File: config.mk
export PLATFORM = sky130hd
export DESIGN_NAME = collapse_key_assembler_flat
export DESIGN_NICKNAME = d
export VERILOG_FILES = /design/src/rtl/collapse_key_assembler_if.sv /design/src/rtl/collapse_key_assembler.sv /design/src/flat_wrapper.sv
export SDC_FILE = /design/constraint.sdc
export NUM_CORES = 1
export LEC_CHECK = 0
export ABC_AREA = 1
export ABC_CLOCK_PERIOD_IN_PS = 3700
export CAP_MARGIN = 20
export CORE_AREA = 2 2 130 132
export DETAILED_ROUTE_END_ITERATION = 8
export DIE_AREA = 0 0 132 134
export GPL_TIMING_DRIVEN = 0
export PLACE_DENSITY = 0.74
export SLEW_MARGIN = 20
export SYNTH_ARGS = -nofsm -noshare
export SYNTH_HDL_FRONTEND = slang
export SYNTH_SLANG_ARGS = --single-unit
File: constraint.sdc
create_clock -name clk -period 3.7 [get_ports clk]
set_input_delay 0.74 -clock clk [delete_from_list [all_inputs] [get_ports clk]]
set_output_delay 0.74 -clock clk [all_outputs]
set_load 0.01 [all_outputs]
File: src/rtl/collapse_key_assembler_if.sv
// Bundle between the key assembler, the collapse-register bank and the key consumer.
// master: the assembler itself; slave: the bank/consumer side.
interface collapse_key_assembler_if #(
    parameter int unsigned NUM_FRAGS = 16,
    parameter int unsigned IDX_W     = $clog2(NUM_FRAGS)
);
    logic                   start;
    logic                   abort;
    logic [IDX_W-1:0]       frag_sel;
    logic                   frag_read;
    logic [7:0]             frag_data;
    logic                   frag_oe;
    logic [8*NUM_FRAGS-1:0] key_out;
    logic                   key_valid;
    logic                   key_ready;
    logic                   busy;
    logic                   error;
    logic [IDX_W-1:0]       err_idx;

    modport master (
        input  start, abort, frag_data, frag_oe, key_ready,
        output frag_sel, frag_read, key_out, key_valid, busy, error, err_idx
    );

    modport slave (
        output start, abort, frag_data, frag_oe, key_ready,
        input  frag_sel, frag_read, key_out, key_valid, busy, error, err_idx
    );
endinterface

File: src/rtl/collapse_key_assembler.sv
// Reads a bank of read-once collapse registers in index order, one strobe every other
// cycle, and releases the assembled key over valid/ready before zeroizing it.
module collapse_key_assembler #(
    parameter int unsigned NUM_FRAGS = 16,
    parameter int unsigned IDX_W     = $clog2(NUM_FRAGS)
) (
    input  logic                      clk,
    input  logic                      reset,
    collapse_key_assembler_if.master  bus
);
    typedef enum logic [2:0] {
        S_IDLE,
        S_READ,
        S_GAP,
        S_DONE,
        S_FAIL
    } state_e;

    localparam int unsigned KEY_W = 8 * NUM_FRAGS;

    state_e             state_q, state_d;
    logic [IDX_W-1:0]   idx_q,   idx_d;
    logic [KEY_W-1:0]   key_q,   key_d;
    logic               error_q, error_d;
    logic [IDX_W-1:0]   err_idx_q, err_idx_d;

    logic               last_frag;

    assign last_frag = (idx_q == IDX_W'(NUM_FRAGS - 1));

    always_ff @(posedge clk) begin
        if (reset) begin
            state_q   <= S_IDLE;
            idx_q     <= '0;
            key_q     <= '0;
            error_q   <= 1'b0;
            err_idx_q <= '0;
        end else begin
            state_q   <= state_d;
            idx_q     <= idx_d;
            key_q     <= key_d;
            error_q   <= error_d;
            err_idx_q <= err_idx_d;
        end
    end

    always_comb begin
        state_d   = state_q;
        idx_d     = idx_q;
        key_d     = key_q;
        error_d   = error_q;
        err_idx_d = err_idx_q;

        unique case (state_q)
            S_IDLE: begin
                if (bus.start && !bus.abort) begin
                    state_d   = S_READ;
                    idx_d     = '0;
                    key_d     = '0;
                    error_d   = 1'b0;
                    err_idx_d = '0;
                end
            end
            S_READ: begin
                if (bus.frag_oe) begin
                    for (int unsigned i = 0; i < NUM_FRAGS; i++) begin
                        if (idx_q == IDX_W'(i)) begin
                            key_d[8*i +: 8] = bus.frag_data;
                        end
                    end
                    if (last_frag) begin
                        state_d = S_DONE;
                    end else begin
                        state_d = S_GAP;
                        idx_d   = idx_q + IDX_W'(1);
                    end
                end else begin
                    state_d   = S_FAIL;
                    error_d   = 1'b1;
                    err_idx_d = idx_q;
                    key_d     = '0;
                end
            end
            S_GAP: begin
                state_d = S_READ;
            end
            S_DONE: begin
                if (bus.key_ready) begin
                    state_d = S_IDLE;
                    idx_d   = '0;
                    key_d   = '0;
                end
            end
            S_FAIL: begin
                state_d = S_IDLE;
                idx_d   = '0;
            end
            default: begin
                state_d = S_IDLE;
                idx_d   = '0;
                key_d   = '0;
            end
        endcase

        // Abort overrides whatever the state decided this cycle, including a failure flag.
        if (bus.abort && state_q != S_IDLE) begin
            state_d   = S_IDLE;
            idx_d     = '0;
            key_d     = '0;
            error_d   = error_q;
            err_idx_d = err_idx_q;
        end
    end

    assign bus.frag_sel  = idx_q;
    assign bus.frag_read = (state_q == S_READ) && !bus.abort;
    assign bus.key_valid = (state_q == S_DONE);
    assign bus.key_out   = (state_q == S_DONE) ? key_q : '0;
    assign bus.busy      = (state_q != S_IDLE);
    assign bus.error     = error_q;
    assign bus.err_idx   = err_idx_q;

    // A collapse register must never see two strobes in a row.
    property p_no_back_to_back;
        @(posedge clk) disable iff (reset) bus.frag_read |=> !bus.frag_read;
    endproperty
    a_no_back_to_back: assert property (p_no_back_to_back);

endmodule

File: src/flat_wrapper.sv
// flat-port wrapper written by rule: the top's interface ports become plain ports
module collapse_key_assembler_flat 
#(
    parameter int unsigned NUM_FRAGS = 16,
    parameter int unsigned IDX_W     = $clog2(NUM_FRAGS)
)
  (clk, reset, bus_start, bus_abort, bus_frag_data, bus_frag_oe, bus_key_ready, bus_frag_sel, bus_frag_read, bus_key_out, bus_key_valid, bus_busy, bus_error, bus_err_idx);
  collapse_key_assembler_if #(.NUM_FRAGS(NUM_FRAGS), .IDX_W(IDX_W)) bus_i ();
  input  logic clk;
  input  logic reset;
  input wire logic [$bits(bus_i.start)-1:0] bus_start;
  input wire logic [$bits(bus_i.abort)-1:0] bus_abort;
  input wire logic [$bits(bus_i.frag_data)-1:0] bus_frag_data;
  input wire logic [$bits(bus_i.frag_oe)-1:0] bus_frag_oe;
  input wire logic [$bits(bus_i.key_ready)-1:0] bus_key_ready;
  output wire logic [$bits(bus_i.frag_sel)-1:0] bus_frag_sel;
  output wire logic [$bits(bus_i.frag_read)-1:0] bus_frag_read;
  output wire logic [$bits(bus_i.key_out)-1:0] bus_key_out;
  output wire logic [$bits(bus_i.key_valid)-1:0] bus_key_valid;
  output wire logic [$bits(bus_i.busy)-1:0] bus_busy;
  output wire logic [$bits(bus_i.error)-1:0] bus_error;
  output wire logic [$bits(bus_i.err_idx)-1:0] bus_err_idx;
  assign bus_i.start = bus_start;
  assign bus_i.abort = bus_abort;
  assign bus_i.frag_data = bus_frag_data;
  assign bus_i.frag_oe = bus_frag_oe;
  assign bus_i.key_ready = bus_key_ready;
  assign bus_frag_sel = bus_i.frag_sel;
  assign bus_frag_read = bus_i.frag_read;
  assign bus_key_out = bus_i.key_out;
  assign bus_key_valid = bus_i.key_valid;
  assign bus_busy = bus_i.busy;
  assign bus_error = bus_i.error;
  assign bus_err_idx = bus_i.err_idx;
  collapse_key_assembler #(.NUM_FRAGS(NUM_FRAGS), .IDX_W(IDX_W)) u_core (.clk(clk), .reset(reset), .bus(bus_i));
endmodule
======== Word level (Yosys, flattened, before mapping) ========
Index checks and enable logic that the tools add are counted.
storage, ports and cells
  bits in registers ....................... 140
  input bits .............................. 14
cells by class
  $add $sub $neg .......................... 1
  eq/ne operators ......................... 40
  muxes and demuxes ....................... 36
  bitwise gates (word level) .............. 3
  reductions and logical operators ........ 29
operators by type and width
  kind                                                   count
  two-way mux 128 bit                                    4
  case mux 128 bit (4 select lines)                      1
  two-way mux 8 bit                                      16
  AND reduction 4 bit                                    17
  inequality test 3 x 2 -> 1 bit, second input constant  16
  equality test 4 bit, second input constant             8
  two-way mux 4 bit                                      5
  equality test 4 x 3 -> 1 bit, second input constant    4
  case mux 4 bit (4 select lines)                        1
  case mux 3 bit (4 select lines)                        1
  two-way mux 3 bit                                      3
  equality test 4 x 2 -> 1 bit, second input constant    2
  inequality test 2 bit, second input constant           4
  case mux 4 bit (2 select lines)                        1
  equality test 3 x 2 -> 1 bit, second input constant    2
  AND reduction 5 bit                                    1
  adder 4 x 1 -> 4 bit, second input constant            1
  equality test 4 x 1 -> 1 bit, second input constant    1
  zero test 4 bit                                        1
  OR reduction 2 bit                                     2
  equality test 3 x 1 -> 1 bit, second input constant    1
  equality test 3 bit, second input constant             1
  logical AND 1 bit                                      3
  zero test 3 bit                                        1
  8 further kinds                                        12

======== Longest topological paths before layout ========
  word-level depth ........................ 4
  mapped depth ............................ 10

======== Worst setup path after synthesis ========
No wires, ideal clock.
  path type ............................... register to output
  from .................................... register u_core.state_q[0]
  to ...................................... output bus_key_out[42]
  arrival time ............................ 1.313 ns
  data required time ...................... 2.960 ns
  setup slack ............................. 1.647 ns
  stages on the path, launching flop included .. 7
  buffers on the path ..................... 2
  cell sequence ........................... dfxtp_1 nand2_1 nor2_4 inv_1 clkbuf_1 clkbuf_1 nor2_1
between the ends
  longest elaborated chain between the ends .. 2
RTL lines
  what                          line                           text
  start: declaration            collapse_key_assembler.sv:21   state_e state_q, state_d;
  start signal: assignment      collapse_key_assembler.sv:39   state_q <= state_d;
  equality test 3 x 2 -> 1 bit  -
  via bus_key_valid             flat_wrapper.sv:19             output wire logic [$bits(bus_i.key_valid)-1:0] bus_key_valid;
  two-way mux 128 bit           collapse_key_assembler.sv:118  assign bus.key_out = (state_q == S_DONE) ? key_q : '0;
  end: declaration              flat_wrapper.sv:18             output wire logic [$bits(bus_i.key_out)-1:0] bus_key_out;
The timed path passes the listed nets, and every way through them passes these cells.

======== Worst setup path after layout ========
  from .................................... register u_core.state_q[2]
  to ...................................... output bus_key_out[1]
between the ends
  longest elaborated chain between the ends .. 2
RTL lines
  what                          line
  equality test 3 x 2 -> 1 bit  collapse_key_assembler.sv:118
  two-way mux 128 bit           collapse_key_assembler.sv:118
Every way passes these cells.

==> key figures <==
Clock network
  – Clock Latency Late Sink: 420 ps
  – # Post-CTS Setup Buffers: 0
  – Hold-fix buffers, CTS: 0
  – Reg clk slew, reported paths: approximately 50 ps
  – CTS buffer count: 17
  – CTS tree: done
  – CTS resizes: 0
  – Clk buf depth: 2
  – Clk root buf: clkbuf_16
  – H-tree lvl count: 4
  – CTS Sinks: 140

Job
  – Max Cap Violations: 0

Pwr
  – Clock Power Share: 36.4%
  – Reg power frac: about two fifths
  – P_sw: 1500 uW
  – Comb power frac: between 20% and 30%
  – Internal: 3260 uW
  – Maximum vdd drop: 0.348 mV
  – Switching share of power: 31.6%
  – Pwr Density: about 500 mW/mm^2
  – Static Leak: between 0.004 and 0.005 uW

Global routing
  – GRT overflow: 0
  – Largest net degree at the start of global routing: 17
  – Total Routing Usage GR: between 20% and 30%
  – Vias in the first global route: 6824
  – Antenna violations before repair: 0
  – First-pass GRT wire length: about 34 mm

Floorplanning
  – Die footprint: 0.0177 sq mm
  – Initial Util: about 44%
  – Row count: 47
  – CORE AREA: ~0.016 sq mm
  – I/O pin cnt: 154
  – Die Wd: 132 microns
  – Die height: ~130 microns

Timing
  – Slew Limit Fails: 0
  – Worst Slack Setup Final: 79.9 ps
  – Final hold violation count: 0
  – Worst hold margin: about 460 ps
  – Final Skew: 6.67 ps
  – Rel. slew slack: between 40 and 50%
  – TNS Setup: 0 ps
  – RSZ-0062 raised after global routing: no
  – Fmax achieved: between 200 and 300 MHz
  – Worst Tran Pin Value: 785 ps
  – Post-layout min period: 3620 ps
  – Final period util: a little over nine tenths
  – Final setup fails: 0

Placed design
  – Post-place setup slack: approximately 600 ps
  – # port buffers: ~150
  – RePlAce Congestion: 0.889
  – Hpwl dp: approximately 15 mm

Setup path
  – CP peak stage delay: ~600 ps
  – Critical Path Sink Type: primary output
  – CP arrival: approximately 2900 ps
  – CP Class: reg2out
  – WP data required: about 3000 ps
  – Critical-path top delay cell: clkbuf_1
  – CP Cell Sequence: nor2_4 > inv_1 > clkbuf_1 > clkbuf_1 > nor2_1 > clkdlybuf4s50_1
  – Worst Reg2Reg Path Length in Cells: 6
  – Critical Path Most Common Cell: clkbuf_1
  – Crit start category: flop
  – Crit Path Max Fanout: 10

Finish
  – N_diodes: 0
  – Most frequent cells in the layout: 404 x nor2_1, 180 x nand2_1, 152 x clkdlybuf4s50_1
  – Layout cells sized above 1: under 10%
  – Final Util: around 59%
  – NumNets Final: roughly 1300
  – Layout area overhead: 33.4%
  – Area occupied by multi-input gates: ~0.0035 sq mm
  – Reg area: between 0.002 and 0.003 sq mm
  – Fill cells: between 1500 and 2000
  – Most common cell after layout, fill and taps aside: nor2_1

Route
  – Initial DRT Pass Iterations: 6
  – DR WL/cell: 13.6 microns
  – Drt total wl: 21.1 mm
  – Routed vias: 7435
  – Mean number of vias per cell: 4.81
  – Routed Antenna Nets: 0
  – DR iter-0 viols: between 700 and 800
  – # DRC: 0

Hold path
  – WHS Path Cells: 2
  – Hold crit path type: reg2reg

Logic synthesis
  – Gate Count Post-Synth: roughly 1100
  – Register area share after synthesis: about two fifths
  – Flops & latches, synth: 140
  – Yosys Warn Count: 0
  – Unique masters post-synth: 25
  – Cell Area, Synth: a little over 0.007 sq mm
  – Avg Inst Size Synth: ~6.3 sq um
  – Net Count, Synth: ~1200

Outcome
  – Status: finished clean
logic make-up after synthesis:
kind of cell,after synthesis,share of synthesized area (%)
AND/OR/NAND/NOR,780,47.1
adder cells (fa/ha/maj),4,0.699
buffers and inverters,203,11.8
flip-flops,140,39.1
AO/OA/AOI/OAI,14,1.24
cell usage after synthesis (all sizes together):
master  count  area [sq um]
a211oi      1          7.51
a21oi      10          61.3
buf        42           240
clkbuf     16          60.1
dfxtp     140          2800
ha          4          50.1
inv       145           544
nand2     191           754
nand3     164           901
nor2      424          1720
nor3        1          5.00
o21a        1          7.51
o21ai       1          5.00
o21bai      1          7.51
layout make-up:
cell class	instances	share of cell area [%]
Multi-Input combinational cell	798	36.8
Inverter	145	5.70
Tap cell	220	2.88
Clock inverter	6	1.14
Clock buffer	26	5.12
Timing Repair Buffer	152	15.9
Buffer	58	3.14
Sequential cell	140	29.3
state kept, by name, summed over array words and instances, names as in the netlist:
signal / flops
u_core.bus.error: 1
u_core.state_q: 3
u_core.bus.err_idx: 4
u_core.key_q: 128
u_core.bus.frag_sel: 4
power by group through the flow:
stage	Combinational, uW	Sequential [uW]	Clock [uW]
final	1170	1860	1730
after global routing	1350	1890	1820
after CTS	1160	1860	1740
after detailed placement	1150	1890	0
after global placement	1130	1890	0
after floorplan	892	1860	0
path summary, 6_finish.rpt:
| path | startpoint | endpoint | slack, ps |
|---|---|---|---|
| worst max-delay path | u_core.state_q[2]$_SDFFE_PP0P_ | bus_key_out[1] | 80 |
| worst min-delay path | u_core.bus.err_idx[3]$_SDFFE_PP0P_ | u_core.bus.err_idx[3]$_SDFFE_PP0P_ | 460 |
| worst max register to register | u_core.state_q[2]$_SDFFE_PP0P_ | u_core.key_q[47]$_SDFFE_PP0P_ | 1710 |
| worst min register to register | u_core.bus.err_idx[3]$_SDFFE_PP0P_ | u_core.bus.err_idx[3]$_SDFFE_PP0P_ | 460 |
routing by layer:
metal	wire, microns	vias up	global-route usage (%)
li1	-	3780	-
met1	9140	3286	30.8
met2	9550	322	38.2
met3	1890	47	6.24
met4	498	0	9.84
met5	0	-	0
metrics by stage:
stage | total power (uW) | instances | area [sq um]
6_report | 4760 | 1545 | 9560
4_1_cts | 4760 | 1545 | 9560
3_5_place_dp | 3040 | 1513 | 8960
3_3_place_gp | 3020 | 1513 | 8960
2_1_floorplan | 2750 | 1141 | 7160
5_1_grt | 5050 | 1545 | 9560
worst max-delay path: cells and delay by family (launching register included):
kind	cells	cell delay [ps]
simple gates	2	250
buf+inv	4	1730
flops	1	470
Note: power is estimated with default switching activity, not from simulation.
